==> src/rtl/cpu_mbox_if.sv <==
// cpu_mbox_if: CPU-side bus bundle for the cpu_mbox mailbox.
// Carries the synchronized bus strobes, the register selects, the write data and the
// registered read data.
//   master : CPU-side driver (drives strobes, selects and data; receives dato)
//   slave  : mailbox side (receives strobes, selects and data; drives dato)
interface cpu_mbox_if;
  logic [7:0] cpu_data;     // CPU write data
  logic       cpu_we_sync;  // one-cycle strobe per CPU write
  logic       cpu_oe_sync;  // one-cycle strobe per CPU read
  logic       ce_data;      // data register selected
  logic       ce_stat;      // status register selected
  logic [7:0] dato;         // registered CPU read data

  modport master (
    output cpu_data, cpu_we_sync, cpu_oe_sync, ce_data, ce_stat,
    input  dato
  );

  modport slave (
    input  cpu_data, cpu_we_sync, cpu_oe_sync, ce_data, ce_stat,
    output dato
  );
endinterface

==> src/rtl/cpu_mbox.sv <==
// cpu_mbox: bidirectional byte mailbox between the HuC6280 bus and the MCU.
// M-FIFO carries CPU->MCU bytes, C-FIFO carries MCU->CPU bytes. The CPU sees a data
// register (push M / pop C) and a status register (flags / flush / irq enable / ovf clear).
// Optional feature macro: CPU_MBOX_IRQ_EN (irq_en register and irq output present).
// Ports:
//   clk, rst_n  : clock, asynchronous active-low reset
//   cpu         : cpu_mbox_if.slave (cpu_data, cpu_we_sync, cpu_oe_sync, ce_data, ce_stat, dato)
//   mcu_din     : byte pushed into C-FIFO on mcu_wr
//   mcu_wr      : C-FIFO push strobe
//   mcu_rd      : M-FIFO pop strobe
//   mcu_dout    : M-FIFO head byte (show-ahead)
//   m_cnt/c_cnt : FIFO occupancies
//   irq         : registered CPU interrupt request
module cpu_mbox #(
  parameter int unsigned DEPTH_LOG2 = 4
) (
  input  logic                  clk,
  input  logic                  rst_n,
  cpu_mbox_if.slave             cpu,
  input  logic [7:0]            mcu_din,
  input  logic                  mcu_wr,
  input  logic                  mcu_rd,
  output logic [7:0]            mcu_dout,
  output logic [DEPTH_LOG2:0]   m_cnt,
  output logic [DEPTH_LOG2:0]   c_cnt,
  output logic                  irq
);

  localparam int unsigned Depth = 2 ** DEPTH_LOG2;

  typedef logic [DEPTH_LOG2:0] ptr_t;

  localparam ptr_t PtrZero = '0;
  localparam ptr_t PtrOne  = {{DEPTH_LOG2{1'b0}}, 1'b1};
  localparam ptr_t PtrMsb  = {1'b1, {DEPTH_LOG2{1'b0}}};

  logic [7:0] m_mem [Depth];
  logic [7:0] c_mem [Depth];

  ptr_t m_wp_q, m_wp_d, m_rp_q, m_rp_d;
  ptr_t c_wp_q, c_wp_d, c_rp_q, c_rp_d;
  logic m_ovf_q, m_ovf_d, c_ovf_q, c_ovf_d;
  logic [7:0] dato_q, dato_d;
  logic irq_en;

  // Register decode; ce_data wins if both selects are asserted.
  logic data_sel, stat_sel;
  logic data_wr, data_rd, stat_wr, stat_rd;
  logic flush, ovf_clr;

  assign data_sel = cpu.ce_data;
  assign stat_sel = cpu.ce_stat & ~cpu.ce_data;
  assign data_wr  = data_sel & cpu.cpu_we_sync;
  assign data_rd  = data_sel & cpu.cpu_oe_sync;
  assign stat_wr  = stat_sel & cpu.cpu_we_sync;
  assign stat_rd  = stat_sel & cpu.cpu_oe_sync;
  assign flush    = stat_wr & cpu.cpu_data[0];
  assign ovf_clr  = stat_wr & cpu.cpu_data[7];

  // FIFO flags: full when pointers differ only in the MSB.
  logic m_empty, m_full, c_empty, c_full;

  assign m_empty = (m_wp_q == m_rp_q);
  assign m_full  = ((m_wp_q ^ m_rp_q) == PtrMsb);
  assign c_empty = (c_wp_q == c_rp_q);
  assign c_full  = ((c_wp_q ^ c_rp_q) == PtrMsb);

  // A pop frees the slot for a same-cycle push, so full+pop still accepts the push.
  logic m_pop, m_push, c_pop, c_push;
  logic m_ovf_set, c_ovf_set;

  assign m_pop     = mcu_rd & ~m_empty & ~flush;
  assign m_push    = data_wr & (~m_full | m_pop) & ~flush;
  assign m_ovf_set = data_wr & m_full & ~m_pop & ~flush;

  assign c_pop     = data_rd & ~c_empty & ~flush;
  assign c_push    = mcu_wr & (~c_full | c_pop) & ~flush;
  assign c_ovf_set = mcu_wr & c_full & ~c_pop & ~flush;

  always_comb begin
    m_wp_d = m_wp_q;
    m_rp_d = m_rp_q;
    c_wp_d = c_wp_q;
    c_rp_d = c_rp_q;
    if (flush) begin
      m_wp_d = PtrZero;
      m_rp_d = PtrZero;
      c_wp_d = PtrZero;
      c_rp_d = PtrZero;
    end else begin
      if (m_push) m_wp_d = m_wp_q + PtrOne;
      if (m_pop)  m_rp_d = m_rp_q + PtrOne;
      if (c_push) c_wp_d = c_wp_q + PtrOne;
      if (c_pop)  c_rp_d = c_rp_q + PtrOne;
    end
  end

  // Set wins over a same-cycle clear.
  assign m_ovf_d = m_ovf_set | (m_ovf_q & ~ovf_clr);
  assign c_ovf_d = c_ovf_set | (c_ovf_q & ~ovf_clr);

  // Status reflects pre-update state of the strobe cycle.
  always_comb begin
    dato_d = dato_q;
    if (data_rd) begin
      dato_d = c_empty ? 8'hFF : c_mem[c_rp_q[DEPTH_LOG2-1:0]];
    end else if (stat_rd) begin
      dato_d = {2'b10, irq_en, m_ovf_q, c_ovf_q, m_empty, m_full, ~c_empty};
    end
  end

  always_ff @(posedge clk or negedge rst_n) begin
    if (!rst_n) begin
      m_wp_q  <= PtrZero;
      m_rp_q  <= PtrZero;
      c_wp_q  <= PtrZero;
      c_rp_q  <= PtrZero;
      m_ovf_q <= 1'b0;
      c_ovf_q <= 1'b0;
      dato_q  <= 8'hFF;
    end else begin
      m_wp_q  <= m_wp_d;
      m_rp_q  <= m_rp_d;
      c_wp_q  <= c_wp_d;
      c_rp_q  <= c_rp_d;
      m_ovf_q <= m_ovf_d;
      c_ovf_q <= c_ovf_d;
      dato_q  <= dato_d;
    end
  end

  // Storage needs no reset: contents are only observable through the pointers.
  always_ff @(posedge clk) begin
    if (m_push) m_mem[m_wp_q[DEPTH_LOG2-1:0]] <= cpu.cpu_data;
    if (c_push) c_mem[c_wp_q[DEPTH_LOG2-1:0]] <= mcu_din;
  end

`ifdef CPU_MBOX_IRQ_EN
  logic irq_en_q, irq_q;

  always_ff @(posedge clk or negedge rst_n) begin
    if (!rst_n) begin
      irq_en_q <= 1'b0;
      irq_q    <= 1'b0;
    end else begin
      if (stat_wr) irq_en_q <= cpu.cpu_data[1];
      irq_q <= irq_en_q & ~c_empty;
    end
  end

  assign irq_en = irq_en_q;
  assign irq    = irq_q;
`else
  assign irq_en = 1'b0;
  assign irq    = 1'b0;
`endif

  assign cpu.dato = dato_q;
  assign mcu_dout = m_mem[m_rp_q[DEPTH_LOG2-1:0]];
  assign m_cnt    = m_wp_q - m_rp_q;
  assign c_cnt    = c_wp_q - c_rp_q;

endmodule

==> src/flat_wrapper.sv <==
// flat-port wrapper written by rule: the top's interface ports become plain ports
module cpu_mbox_flat 
#(
  parameter int unsigned DEPTH_LOG2 = 4
)
  (clk, rst_n, mcu_din, mcu_wr, mcu_rd, mcu_dout, m_cnt, c_cnt, irq, cpu_cpu_data, cpu_cpu_we_sync, cpu_cpu_oe_sync, cpu_ce_data, cpu_ce_stat, cpu_dato);
  cpu_mbox_if cpu_i ();
  input  logic clk;
  input  logic rst_n;
  input  logic [7:0] mcu_din;
  input  logic mcu_wr;
  input  logic mcu_rd;
  output logic [7:0] mcu_dout;
  output logic [DEPTH_LOG2:0] m_cnt;
  output logic [DEPTH_LOG2:0] c_cnt;
  output logic irq;
  input wire logic [$bits(cpu_i.cpu_data)-1:0] cpu_cpu_data;
  input wire logic [$bits(cpu_i.cpu_we_sync)-1:0] cpu_cpu_we_sync;
  input wire logic [$bits(cpu_i.cpu_oe_sync)-1:0] cpu_cpu_oe_sync;
  input wire logic [$bits(cpu_i.ce_data)-1:0] cpu_ce_data;
  input wire logic [$bits(cpu_i.ce_stat)-1:0] cpu_ce_stat;
  output wire logic [$bits(cpu_i.dato)-1:0] cpu_dato;
  assign cpu_i.cpu_data = cpu_cpu_data;
  assign cpu_i.cpu_we_sync = cpu_cpu_we_sync;
  assign cpu_i.cpu_oe_sync = cpu_cpu_oe_sync;
  assign cpu_i.ce_data = cpu_ce_data;
  assign cpu_i.ce_stat = cpu_ce_stat;
  assign cpu_dato = cpu_i.dato;
  cpu_mbox #(.DEPTH_LOG2(DEPTH_LOG2)) u_core (.clk(clk), .rst_n(rst_n), .cpu(cpu_i), .mcu_din(mcu_din), .mcu_wr(mcu_wr), .mcu_rd(mcu_rd), .mcu_dout(mcu_dout), .m_cnt(m_cnt), .c_cnt(c_cnt), .irq(irq));
endmodule
==> config.mk <==
export PLATFORM = sky130hd
export DESIGN_NAME = cpu_mbox_flat
export DESIGN_NICKNAME = d
export VERILOG_FILES = /design/src/rtl/cpu_mbox_if.sv /design/src/rtl/cpu_mbox.sv /design/src/flat_wrapper.sv
export SDC_FILE = /design/constraint.sdc
export NUM_CORES = 1
export LEC_CHECK = 0
export ABC_AREA = 1
export CAP_MARGIN = 20
export CORE_AREA = 5 5 183 185
export CTS_CLUSTER_SIZE = 16
export DETAILED_ROUTE_END_ITERATION = 8
export DIE_AREA = 0 0 188 190
export PLACE_DENSITY_LB_ADDON = 0.2
export SLEW_MARGIN = 20
export SYNTH_ARGS = -nofsm -noshare
export SYNTH_HDL_FRONTEND = slang
export SYNTH_SLANG_ARGS = --single-unit
==> constraint.sdc <==
create_clock -name clk -period 3 [get_ports clk]
set_clock_uncertainty 0.1 [all_clocks]
set_input_delay 0.6 -clock clk [delete_from_list [all_inputs] [get_ports clk]]
set_output_delay 0.6 -clock clk [all_outputs]
set_load 0.005 [all_outputs]
==> flow_summary.toml <==
[hold_path]
hold_class = "in -> async"

[die]
die_area_um2 = 35700
fp.coreArea_um2 = 31900
die_x_um = 188
fp-row-count = 66
initial_core_util_pct = 39.0
die_y_um = 190
io_pins = 51

[critical_path]
required_ns = 2.30
timing.critical_path.buf_inv = 4
cp_common_cell = "buf_6"
crit_type = "reg -> out"
worst_path_largest_cell_delay_ns = 0.43
slowest_stage = "dfrtp_2"
cp.arrival_ns = 2.25
path_cells = "buf_6 > buf_6 > ha_2 > inv_1 > fa_2 > xor2_1 > dlygate4sd2_1"
timing.critical_path.fanout_max = 4
end_kind = "primary output"
crit_path_start_kind = "flop"
cp_top_family = "buffers and inverters"

[timing]
finalMaxSlewViolations = 0
fin_tns_setup_ns = 0
setup_viol = 0
worstMarginPinSlew_ns = 0.845
maxSlewHeadroom_pct = 43.5
hold_viol_final = 0
finalCritPeriodShare_pct = 98.3
rsz0062_at_grt = "yes"
timing.fmax_ghz = 0.339
finalCriticalPeriod_ns = 2.95

[finish]
area_growth_pct = 21.0
fin_area_um2 = 15000
diodes = 0
final_nets = 1285
drive_above_1_share_pct = 14.2
final_cells = 1674

[clock_tree]
clk_pin_slew_ns = 0.06
cts-root-buf = "clkbuf_16"
clock_sinks = 286
cts_tree = "built"
cts_buffers = 31
clk_latency_ns = 0.57
htree_levels = 1
cts_hold_buffers = 0
cts_buffer_depth = 3

[drt]
vias = 8464
antenna_left = 0
drc = 0
first_iter_violations = 701
wl_per_cell_um = 18.5
post_drt_via_cell_ratio = 5.06
drt-total-wl_um = 31000
first_pass_iters = 7

[placed_design]
place_area_um2 = 13700
hpwl_um = 18900
place_congestion = 0.835
port_buffers = 49
dp.cells = 1597

[global_route]
grt_use_met3_pct = 2.29
grt_max_degree = 67
grtUsageMet2_pct = 27.3
grt_pass1_vias = 8486
use_met1_pct = 25.1
grt_pass1_wl_um = 48500
grt.overflow.total = 0
antenna_found_initial = 0
grt_usage_pct = 17.2
busiest_layer = "met2"

[power_and_ir_drop]
power.density_nw_per_um2 = 945
ir_drop_mv = 0.872
leakage_nw = 5.80
total_power_w = 0.0142

[synth]
yosys_register_bits = 286
ys_warn_count = 0
syn_inst = 1133
ys_seq_area_share_pct = 68.0
syn_area_per_cell_um2 = 11.0
syn-num-nets = 1177
synth_cell_types = 32
syn_area_um2 = 12400

[run_status]
status = "finished, final reports clean"

[flow_run]
cap_violations = 0
==> flip-flops by register name (all words and copies together) (netlist names) <==
register / flops
u_core.m_ovf_q: 1
u_core.m_rp_q: 5
u_core.c_mem: 128
u_core.m_mem: 128
u_core.cpu.dato: 8
u_core.c_ovf_q: 1
u_core.m_wp_q: 5
u_core.c_wp_q: 5
u_core.c_rp_q: 5
==> worst paths after layout <==
kind / slack [ns] / start / depth (start not counted) / endpoint
max in group asynchronous: 2.11 / rst_n / 2 / u_core.cpu.dato[7]$_DFFE_PN1P_
hold / removal: 0.33 / rst_n / 2 / u_core.m_wp_q[2]$_DFFE_PN0P_
setup / recovery: 0.05 / u_core.m_rp_q[0]$_DFFE_PN0P_ / 7 / m_cnt[2]
setup reg to reg: 0.37 / u_core.m_rp_q[0]$_DFFE_PN0P_ / 10 / u_core.m_mem[15][0]$_DFFE_PP_
min in group clk: 0.37 / u_core.cpu.dato[3]$_DFFE_PN1P_ / 2 / u_core.cpu.dato[3]$_DFFE_PN1P_
hold reg to reg: 0.37 / u_core.cpu.dato[3]$_DFFE_PN1P_ / 2 / u_core.cpu.dato[3]$_DFFE_PN1P_
==> per-stage QoR <==
stage / hold WS (ns) / util [%] / setup WS (ns)
after global routing: 0.351 / 47.2 / -0.0598
after detailed placement: 0.361 / 42.8 / 0.0729
final: 0.327 / 47.2 / 0.0499
after CTS: 0.317 / 47.1 / -0.0925
after global placement: 0.360 / 42.8 / 0.0948
after floorplan: 0.204 / - / 0.186
==> metal layers <==
layer / routed length [um] / vias up
li1: - / 4127
met3: 1530 / 43
met4: 718 / 0
met5: 0 / -
met2: 14100 / 176
met1: 14700 / 4118
==> cells in the mapped netlist <==
library cell,count,area (um2)
o31ai_1,1,7.51
xnor2_1,1,8.76
nand4_2,1,12.5
xor2_1,9,78.8
nor3_1,35,175
nor2_1,128,480
nand2_1,256,961
o22ai_1,18,113
a21oi_1,16,80.1
buf_1,1,3.75
dfrtp_1,22,551
edfxtp_1,256,7690
nor3_2,1,10.0
inv_2,2,7.51
ha_1,18,225
o21ai_0,101,505
dfstp_2,8,210
fa_1,2,40.0
conb_1,1,3.75
nand4_1,5,31.3
buf_6,2,22.5
clkinv_1,2,7.51
clkbuf_1,21,78.8
xnor2_2,1,16.3
o211ai_1,16,120
nand2_2,3,18.8
buf_2,29,145
nand2_4,2,22.5
inv_1,82,308
buf_4,3,22.5
nand3_1,89,445
nand3_4,1,17.5
==> kinds of logic (layout without fill, tap and decap cells) <==
| group | Yosys count | count (layout) | synth area share (%) |
|---|---|---|---|
| AOI/OAI and AO/OA | 152 | 152 | 6.65 |
| and+or+nand+nor | 521 | 521 | 17.5 |
| adders and majority gates | 20 | 20 | 2.14 |
| xor gates and xnor gates | 11 | 11 | 0.836 |
| buffers and inverters | 142 | 275 | 4.80 |
| DFF | 286 | 286 | 68.0 |
| other | 1 | 1 | 0.0302 |
==> repair_timing <==
item,4_1_cts,5_1_grt
pin swaps,9,11
endpoints found under the setup margin,16,10
buffers inserted,10,3
resized for setup,63,21
endpoints found under the hold margin,0,0
gates cloned,6,0
==> layout by cell type (no fill, tap or decap), drive strengths merged, types with 2 or more instances in the layout <==
cell type | netlist | layout
nand2 | 261 | 261
edfxtp | 256 | 256
nor2 | 128 | 128
o21ai | 101 | 101
nand3 | 90 | 90
inv | 84 | 86
buf | 35 | 82
clkbuf | 21 | 46
nor3 | 36 | 36
clkdlybuf4s50 | 0 | 34
dfrtp | 22 | 22
o22ai | 18 | 18
ha | 18 | 18
a21oi | 16 | 16
o211ai | 16 | 16
clkinv | 2 | 14
xor2 | 9 | 9
dlygate4sd2 | 0 | 8
dfstp | 8 | 8
nand4 | 6 | 6
bufinv | 0 | 2
xnor2 | 2 | 2
fa | 2 | 2
==> power by group <==
group          internal (W)  total (W)  switching, W
combinational       0.00220    0.00549       0.00329
clock               0.00220    0.00376       0.00156
sequential          0.00475    0.00495      0.000200
total               0.00915     0.0142       0.00505
==> layout make-up <==
type,instances,area [um2]
fillers,2886,16800
clock inverters,17,153
well taps,408,510
inverters,86,334
flip-flops and latches,286,8460
repair buffers,131,1290
multi-input cells,705,3420
clock buffers,41,863
==> worst reg2reg max path: stages, from the launching register on <==
cell,delay [ns]
dfrtp_2,0.45
buf_6,0.15
buf_6,0.12
ha_2,0.28
nand2_1,0.10
nor2_1,0.06
nand2_2,0.13
nand3_4,0.09
nand2_4,0.08
nand2_4,0.04
nor2_1,0.63
(Power assumes the default switching activity.)
